**src/rtl/ws2812_pkg.sv**
```systemverilog
// Constants shared between the WS2812 transmitter and the receive decoder,
// plus the decoder state encodings.
package ws2812_pkg;

   localparam int T0H          = 10;
   localparam int T1H          = 20;
   localparam int BIT_PERIOD   = 31;
   localparam int RESET_CYCLES = 1250;
   localparam int PIXEL_W      = 24;

   typedef logic [PIXEL_W-1:0] pixel_t;

   localparam logic [1:0] ST_LOW  = 2'd0;
   localparam logic [1:0] ST_HIGH = 2'd1;
   localparam logic [1:0] ST_ERR  = 2'd2;

endpackage

```
**src/rtl/ws2812_rx_decoder_pin_sync_edge.sv**
```systemverilog
// Two-flop synchronizer for the serial line, followed by a previous-value
// register that yields single-cycle rise/fall strobes.
module pin_sync_edge
   import ws2812_pkg::*;
(
   input  logic clk,
   input  logic rst,
   input  logic pin_async,
   output logic level,
   output logic rise,
   output logic fall
);

   logic sync1_q, sync1_d;
   logic sync2_q, sync2_d;
   logic prev_q,  prev_d;

   always_comb begin
      sync1_d = pin_async;
      sync2_d = sync1_q;
      prev_d  = sync2_q;
   end

   always_ff @(posedge clk) begin
      if (rst) begin
         sync1_q <= 1'b0;
         sync2_q <= 1'b0;
         prev_q  <= 1'b0;
      end else begin
         sync1_q <= sync1_d;
         sync2_q <= sync2_d;
         prev_q  <= prev_d;
      end
   end

   assign level = sync2_q;
   assign rise  = sync2_q & ~prev_q;
   assign fall  = ~sync2_q & prev_q;

endmodule

```
**src/rtl/ws2812_rx_decoder.sv**
```systemverilog
// WS2812 NRZ receiver: classifies high pulses by width, assembles GRB pixels
// and detects the low latch gap that ends a frame.
//
//   state   | meaning
//   --------+--------------------------------------------------------------
//   ST_LOW  | line low; count gap length, close frame on a reset gap
//   ST_HIGH | line high; measure pulse width
//   ST_ERR  | after a width violation; wait for a clean reset gap
module ws2812_rx_decoder
   import ws2812_pkg::*;
#(
   parameter int HIGH_MIN     = 4,
   parameter int BIT_THRESH   = 15,
   parameter int HIGH_MAX     = 30,
   parameter int RESET_CYCLES = ws2812_pkg::RESET_CYCLES,
   parameter int CNT_W        = 11,
   parameter int IDX_W        = 8
) (
   input  logic               clk,
   input  logic               rst,
   input  logic               led_stripe_pin,
   output logic [23:0]        pixel_data,
   output logic               pixel_valid,
   output logic [IDX_W-1:0]   pixel_index,
   output logic               frame_end,
   output logic               bit_error,
   output logic               rx_busy
);

   localparam logic [CNT_W-1:0] RESET_C    = CNT_W'(RESET_CYCLES);
   localparam logic [CNT_W-1:0] HIGH_MIN_C = CNT_W'(HIGH_MIN);
   localparam logic [CNT_W-1:0] THRESH_C   = CNT_W'(BIT_THRESH);
   localparam logic [CNT_W-1:0] HIGH_MAX_C = CNT_W'(HIGH_MAX);
   localparam logic [CNT_W-1:0] ONE_C      = CNT_W'(1);
   localparam logic [4:0]       LAST_BIT   = 5'(PIXEL_W - 1);

   logic level, rise, fall;

   pin_sync_edge u_sync (
      .clk       (clk),
      .rst       (rst),
      .pin_async (led_stripe_pin),
      .level     (level),
      .rise      (rise),
      .fall      (fall)
   );

   logic [1:0]         state_q,       state_d;
   logic [CNT_W-1:0]   low_cnt_q,     low_cnt_d;
   logic [CNT_W-1:0]   high_cnt_q,    high_cnt_d;
   logic [4:0]         bit_cnt_q,     bit_cnt_d;
   logic [PIXEL_W-2:0] shift_q,       shift_d;
   pixel_t             pixel_data_q,  pixel_data_d;
   logic               pixel_valid_q, pixel_valid_d;
   logic [IDX_W-1:0]   pixel_index_q, pixel_index_d;
   logic [IDX_W-1:0]   pix_cnt_q,     pix_cnt_d;
   logic               frame_end_q,   frame_end_d;
   logic               bit_error_q,   bit_error_d;
   logic               rx_busy_q,     rx_busy_d;
   logic               bit_val;

   always_comb begin
      state_d       = state_q;
      low_cnt_d     = low_cnt_q;
      high_cnt_d    = high_cnt_q;
      bit_cnt_d     = bit_cnt_q;
      shift_d       = shift_q;
      pixel_data_d  = pixel_data_q;
      pixel_index_d = pixel_index_q;
      pix_cnt_d     = pix_cnt_q;
      rx_busy_d     = rx_busy_q;
      pixel_valid_d = 1'b0;
      frame_end_d   = 1'b0;
      bit_error_d   = 1'b0;
      bit_val       = (high_cnt_q >= THRESH_C);

      case (state_q)
         ST_LOW: begin
            if (low_cnt_q < RESET_C) begin
               low_cnt_d = low_cnt_q + ONE_C;
            end else if (rx_busy_q) begin
               // a partial pixel at the latch gap is dropped and flagged
               frame_end_d   = 1'b1;
               bit_error_d   = (bit_cnt_q != 5'd0);
               rx_busy_d     = 1'b0;
               bit_cnt_d     = 5'd0;
               pixel_index_d = '0;
               pix_cnt_d     = '0;
            end
            if (rise) begin
               state_d    = ST_HIGH;
               high_cnt_d = ONE_C;
            end
         end

         ST_HIGH: begin
            if (fall) begin
               if (high_cnt_q < HIGH_MIN_C) begin
                  bit_error_d = 1'b1;
                  state_d     = ST_ERR;
                  low_cnt_d   = '0;
                  bit_cnt_d   = 5'd0;
               end else begin
                  shift_d   = {shift_q[PIXEL_W-3:0], bit_val};
                  rx_busy_d = 1'b1;
                  state_d   = ST_LOW;
                  low_cnt_d = ONE_C;
                  if (bit_cnt_q == LAST_BIT) begin
                     bit_cnt_d     = 5'd0;
                     pixel_data_d  = {shift_q, bit_val};
                     pixel_valid_d = 1'b1;
                     pixel_index_d = pix_cnt_q;
                     pix_cnt_d     = pix_cnt_q + 1'b1;
                  end else begin
                     bit_cnt_d = bit_cnt_q + 5'd1;
                  end
               end
            end else if (high_cnt_q >= HIGH_MAX_C) begin
               bit_error_d = 1'b1;
               state_d     = ST_ERR;
               low_cnt_d   = '0;
               bit_cnt_d   = 5'd0;
            end else begin
               high_cnt_d = high_cnt_q + ONE_C;
            end
         end

         ST_ERR: begin
            bit_cnt_d = 5'd0;
            if (level) begin
               low_cnt_d = '0;
            end else if (low_cnt_q >= RESET_C) begin
               state_d       = ST_LOW;
               rx_busy_d     = 1'b0;
               pixel_index_d = '0;
               pix_cnt_d     = '0;
            end else begin
               low_cnt_d = low_cnt_q + ONE_C;
            end
         end

         default: state_d = ST_LOW;
      endcase
   end

   always_ff @(posedge clk) begin
      if (rst) begin
         state_q       <= ST_LOW;
         low_cnt_q     <= '0;
         high_cnt_q    <= '0;
         bit_cnt_q     <= 5'd0;
         shift_q       <= '0;
         pixel_data_q  <= '0;
         pixel_valid_q <= 1'b0;
         pixel_index_q <= '0;
         pix_cnt_q     <= '0;
         frame_end_q   <= 1'b0;
         bit_error_q   <= 1'b0;
         rx_busy_q     <= 1'b0;
      end else begin
         state_q       <= state_d;
         low_cnt_q     <= low_cnt_d;
         high_cnt_q    <= high_cnt_d;
         bit_cnt_q     <= bit_cnt_d;
         shift_q       <= shift_d;
         pixel_data_q  <= pixel_data_d;
         pixel_valid_q <= pixel_valid_d;
         pixel_index_q <= pixel_index_d;
         pix_cnt_q     <= pix_cnt_d;
         frame_end_q   <= frame_end_d;
         bit_error_q   <= bit_error_d;
         rx_busy_q     <= rx_busy_d;
      end
   end

   assign pixel_data  = pixel_data_q;
   assign pixel_valid = pixel_valid_q;
   assign pixel_index = pixel_index_q;
   assign frame_end   = frame_end_q;
   assign bit_error   = bit_error_q;
   assign rx_busy     = rx_busy_q;

endmodule
```
**config.mk**
```make
export PLATFORM = sky130hd
export DESIGN_NAME = ws2812_rx_decoder
export DESIGN_NICKNAME = d
export VERILOG_FILES = /design/src/rtl/ws2812_pkg.sv /design/src/rtl/ws2812_rx_decoder_pin_sync_edge.sv /design/src/rtl/ws2812_rx_decoder.sv
export SDC_FILE = /design/constraint.sdc
export NUM_CORES = 1
export LEC_CHECK = 0
export ABC_AREA = 1
export ABC_CLOCK_PERIOD_IN_PS = 1800
export BUFFER_PORTS_ARGS = -buffer_cell sky130_fd_sc_hd__buf_2
export CORE_MARGIN = 10
export CORE_UTILIZATION = 24
export CTS_CLUSTER_SIZE = 12
export DETAILED_ROUTE_END_ITERATION = 6
export GPL_TIMING_DRIVEN = 0
export HOLD_SLACK_MARGIN = 0.02
export RECOVER_POWER = 25
export SYNTH_ARGS = -nofsm -noshare
export SYNTH_HDL_FRONTEND = slang
export SYNTH_SLANG_ARGS = --single-unit
```
**constraint.sdc**
```tcl
create_clock -name clk -period 1.8 [get_ports clk]
set_input_delay 0.09 -clock clk [delete_from_list [all_inputs] [get_ports clk]]
set_output_delay 0.09 -clock clk [all_outputs]
set_load 0.01 [all_outputs]
```
==> results.md <==
* TritonCTS buffer count at 9
* Starting density of the core at 24.6%
* FFs w/ async S/R, synth at 0%
* Compound-Gate Fraction of Synth Area at 16.1%
* GRT Total Usage at 9.18%
* Worst Tran Pin Value at 620 ps
* Worst Hold Class: reg2reg
* Drt drc at 0
* First-pass GRT wire length at 18.6 mm
* Die ar. at 24500 µm²
* Met3 wire len at 651 µm
* Drt pass-1 iters at 4
* Met2 routed WL at 4.78 mm
* Max Cap Viol at 0
* Setup WS pre-CTS at -79.2 ps
* Worst EP arrival at 2000 ps
* Unrepaired setup endpoints after global routing: yes
* Min cycle time layout at 1760 ps
* Placer Congestion at 0.805
* WL/cell at 12.3 µm
* Pwr/cell area at 1170 nW/µm²
* Slew HR at 58.7%
* Root buffer cell: clkbuf_16
* CP max FO at 10
* # IOs at 39
* Simple-Gate Fraction of Synth Area at 25.9%
* H-tree level count at 3
* Antenna Cells at 0
* Die Span Y at 156 µm
* # clock sinks at 99
* CP Class: reg2reg
* Clock transition at path regs at 70 ps
* Final #Nets at 686
* Grt ovf at 0
* Tcrit/Tclk final at 97.8%
* Critical Path RT at 2040 ps
* CTS max path bufs at 2
* Area growth, synth to finish at 19.0%
* Share of cells above drive strength 1 at 12.1%
* Post-synth EDFFs at 0
* Routed Antenna Nets at 0
* Leakage power total at 2.11 nW
* Post-Synth XOR/XNOR Area at 1.18%
* Routed via count at 4005
* Via/cell ratio at 4.42
* #FFs+latches synth at 99
* Critical Path Sink Type: flop
* Status: finished, final reports clean
* Largest net degree at the start of global routing at 17
* Hold Slack at 401 ps
* Die W at 156 µm
* Max rail drop VDD at 577 µV
* Final Max Slew Viols at 0
* Final Util at 29.3%
* Post-synth top flop: dfxtp_1
* CP Launch Type: flop
* Largest family of logic cells by synthesized area: simple AND/OR/NAND/NOR gates
* Worst setup margin at 40.1 ps
* Vias in the first global route at 3817
* Post-synthesis sequential area ratio at 44.4%
* Maximum clock frequency at 568 MHz
* Core area at 18100 µm²
* Synth warn at 0
* Synthesized cell area at 4470 µm²
* Metal-1 WL at 5.55 mm
* Later-pin clock latency in the skew report at 350 ps
* Hold Fails Final Rpt at 0
* Top Metal Used: met4
* Syn avg cell area at 7.24 µm²
* Number of core rows at 49
* Buffers added on ports at 37
* Cells after synthesis at 617
* Clock Skews at 7.08 ps
* Post-synth cell types at 38
* Area share of fa/ha/maj cells after synthesis at 2.80%
* Final setup viols at 0
* DRT Wirelength at 11.1 mm
* Dpl hpwl at 7.97 mm
* 1st-iter DRT viols at 184
* Net Count, Synth at 630
* Mux contribution to synthesized area at 0%
* CTS tree: yes
* Initial antenna violation count at 0
[what timing repair did]
item                                   CTS  global route
pin swaps                                0             3
endpoints found under the hold margin    8             0
hold buffers                             2             0
setup endpoints to repair               21            50
setup buffers                            2             2
gates resized for setup                  7            26
cloned                                   1             1
[cells in the final DEF (no fill, tap or decap), types with 3 or more instances in the layout]
master / count
nand2_1: 105
dfxtp_1: 94
nor2_1: 70
inv_1: 68
a21oi_1: 68
nand3_1: 55
o21ai_0: 52
clkbuf_1: 37
buf_2: 14
buf_4: 9
clkbuf_16: 9
o21ai_1: 8
ha_1: 8
nand2_2: 6
nor3_1: 6
nand4_1: 6
nor2_4: 5
clkbuf_4: 5
xor2_1: 5
dfxtp_2: 5
inv_2: 4
buf_1: 3
inv_6: 3
[kinds of logic (layout without fill, tap and decap cells)]
kind of cell / after synthesis / count (layout)
AOI/OAI and AO/OA: 138 / 138
xor gates and xnor gates: 6 / 6
adders and majority gates: 10 / 10
buffers and inverters: 102 / 162
DFF: 99 / 99
and+or+nand+nor: 262 / 263
[cell usage after synthesis, types with 2 or more instances]
master	instances	area, µm²
nor3_1	6	30.0
inv_2	2	7.51
nand2_1	108	405
buf_4	4	30.0
o21ai_1	6	30.0
ha_1	10	125
nand3_2	3	30.0
o21ai_0	54	270
o21bai_1	2	15.0
nand3_1	55	275
inv_1	70	263
a21oi_1	69	345
nand2_2	4	25.0
buf_2	10	50.1
clkbuf_1	9	33.8
dfxtp_1	99	1980
buf_1	3	11.3
xor2_1	5	43.8
nor2_1	72	270
nand4_1	6	37.5
nor2_4	3	33.8
[worst paths after layout]
check	start	end	slack, ps	depth (start not counted)
setup reg to reg	bit_cnt_q[1]$_SDFFE_PP0P_	pixel_index[7]$_SDFFE_PP0P_	40	11
hold / removal	u_sync.sync1_q$_SDFF_PP0_	u_sync.level$_SDFF_PP0_	400	2
setup / recovery	bit_cnt_q[1]$_SDFFE_PP0P_	pixel_index[7]$_SDFFE_PP0P_	40	11
hold reg to reg	u_sync.sync1_q$_SDFF_PP0_	u_sync.level$_SDFF_PP0_	400	2
[per-stage QoR]
step,setup TNS [ps],power (W),instance area [µm²],cells
floorplan,0,0.00382,4470,617
global placement,-473,0.00419,4940,883
detailed placement,-707,0.00421,4940,883
CTS,0,0.00615,5270,904
global route,-749,0.00660,5320,907
finish,0,0.00620,5320,907
[per-layer routing]
metal,global-route usage (%),up-vias
li1,-,2111
met1,11.8,1806
met2,14.1,76
met3,3.29,12
met4,2.52,0
met5,0,-
[where the power goes]
part	leakage (nW)	switching, W	total, W	internal, W
clock network	0.138	0.000866	0.00186	0.000990
logic	1.17	0.00113	0.00178	0.000650
registers	0.801	0.000182	0.00256	0.00237
total	2.11	0.00218	0.00620	0.00401
[registers in the layout, summed over array words and instances, names as in the netlist]
register	flops
bit_cnt_q	5
bit_error	1
rx_busy	1
pixel_index	8
state_q	2
u_sync.prev_q	1
shift_q	23
pixel_valid	1
high_cnt_q	11
u_sync.sync1_q	1
pixel_data	24
low_cnt_q	11
u_sync.level	1
frame_end	1
pix_cnt_q	8
[critical path, stage by stage (launching register included)]
cell and delay, ps:
dfxtp_1 350, ha_2 210, nand2_2 80, nor2_4 120, nand2_4 80, a21oi_2 190
nand2_4 110, nor2_8 190, buf_8 150, nand3_1 70, nand2_1 70, nor2_1 40
[cell type report]
class                      count  area, µm²
tap                          229        287
timing repair buffer          44        208
clock inverter                 4       31.3
inverter                      73        274
multi-input combinational    417       2100
fill                        2019      12800
sequential                    99       1990
clock buffer                  12        246
buffer                        29        178
No activity file was read; power rests on OpenSTA's default activity.
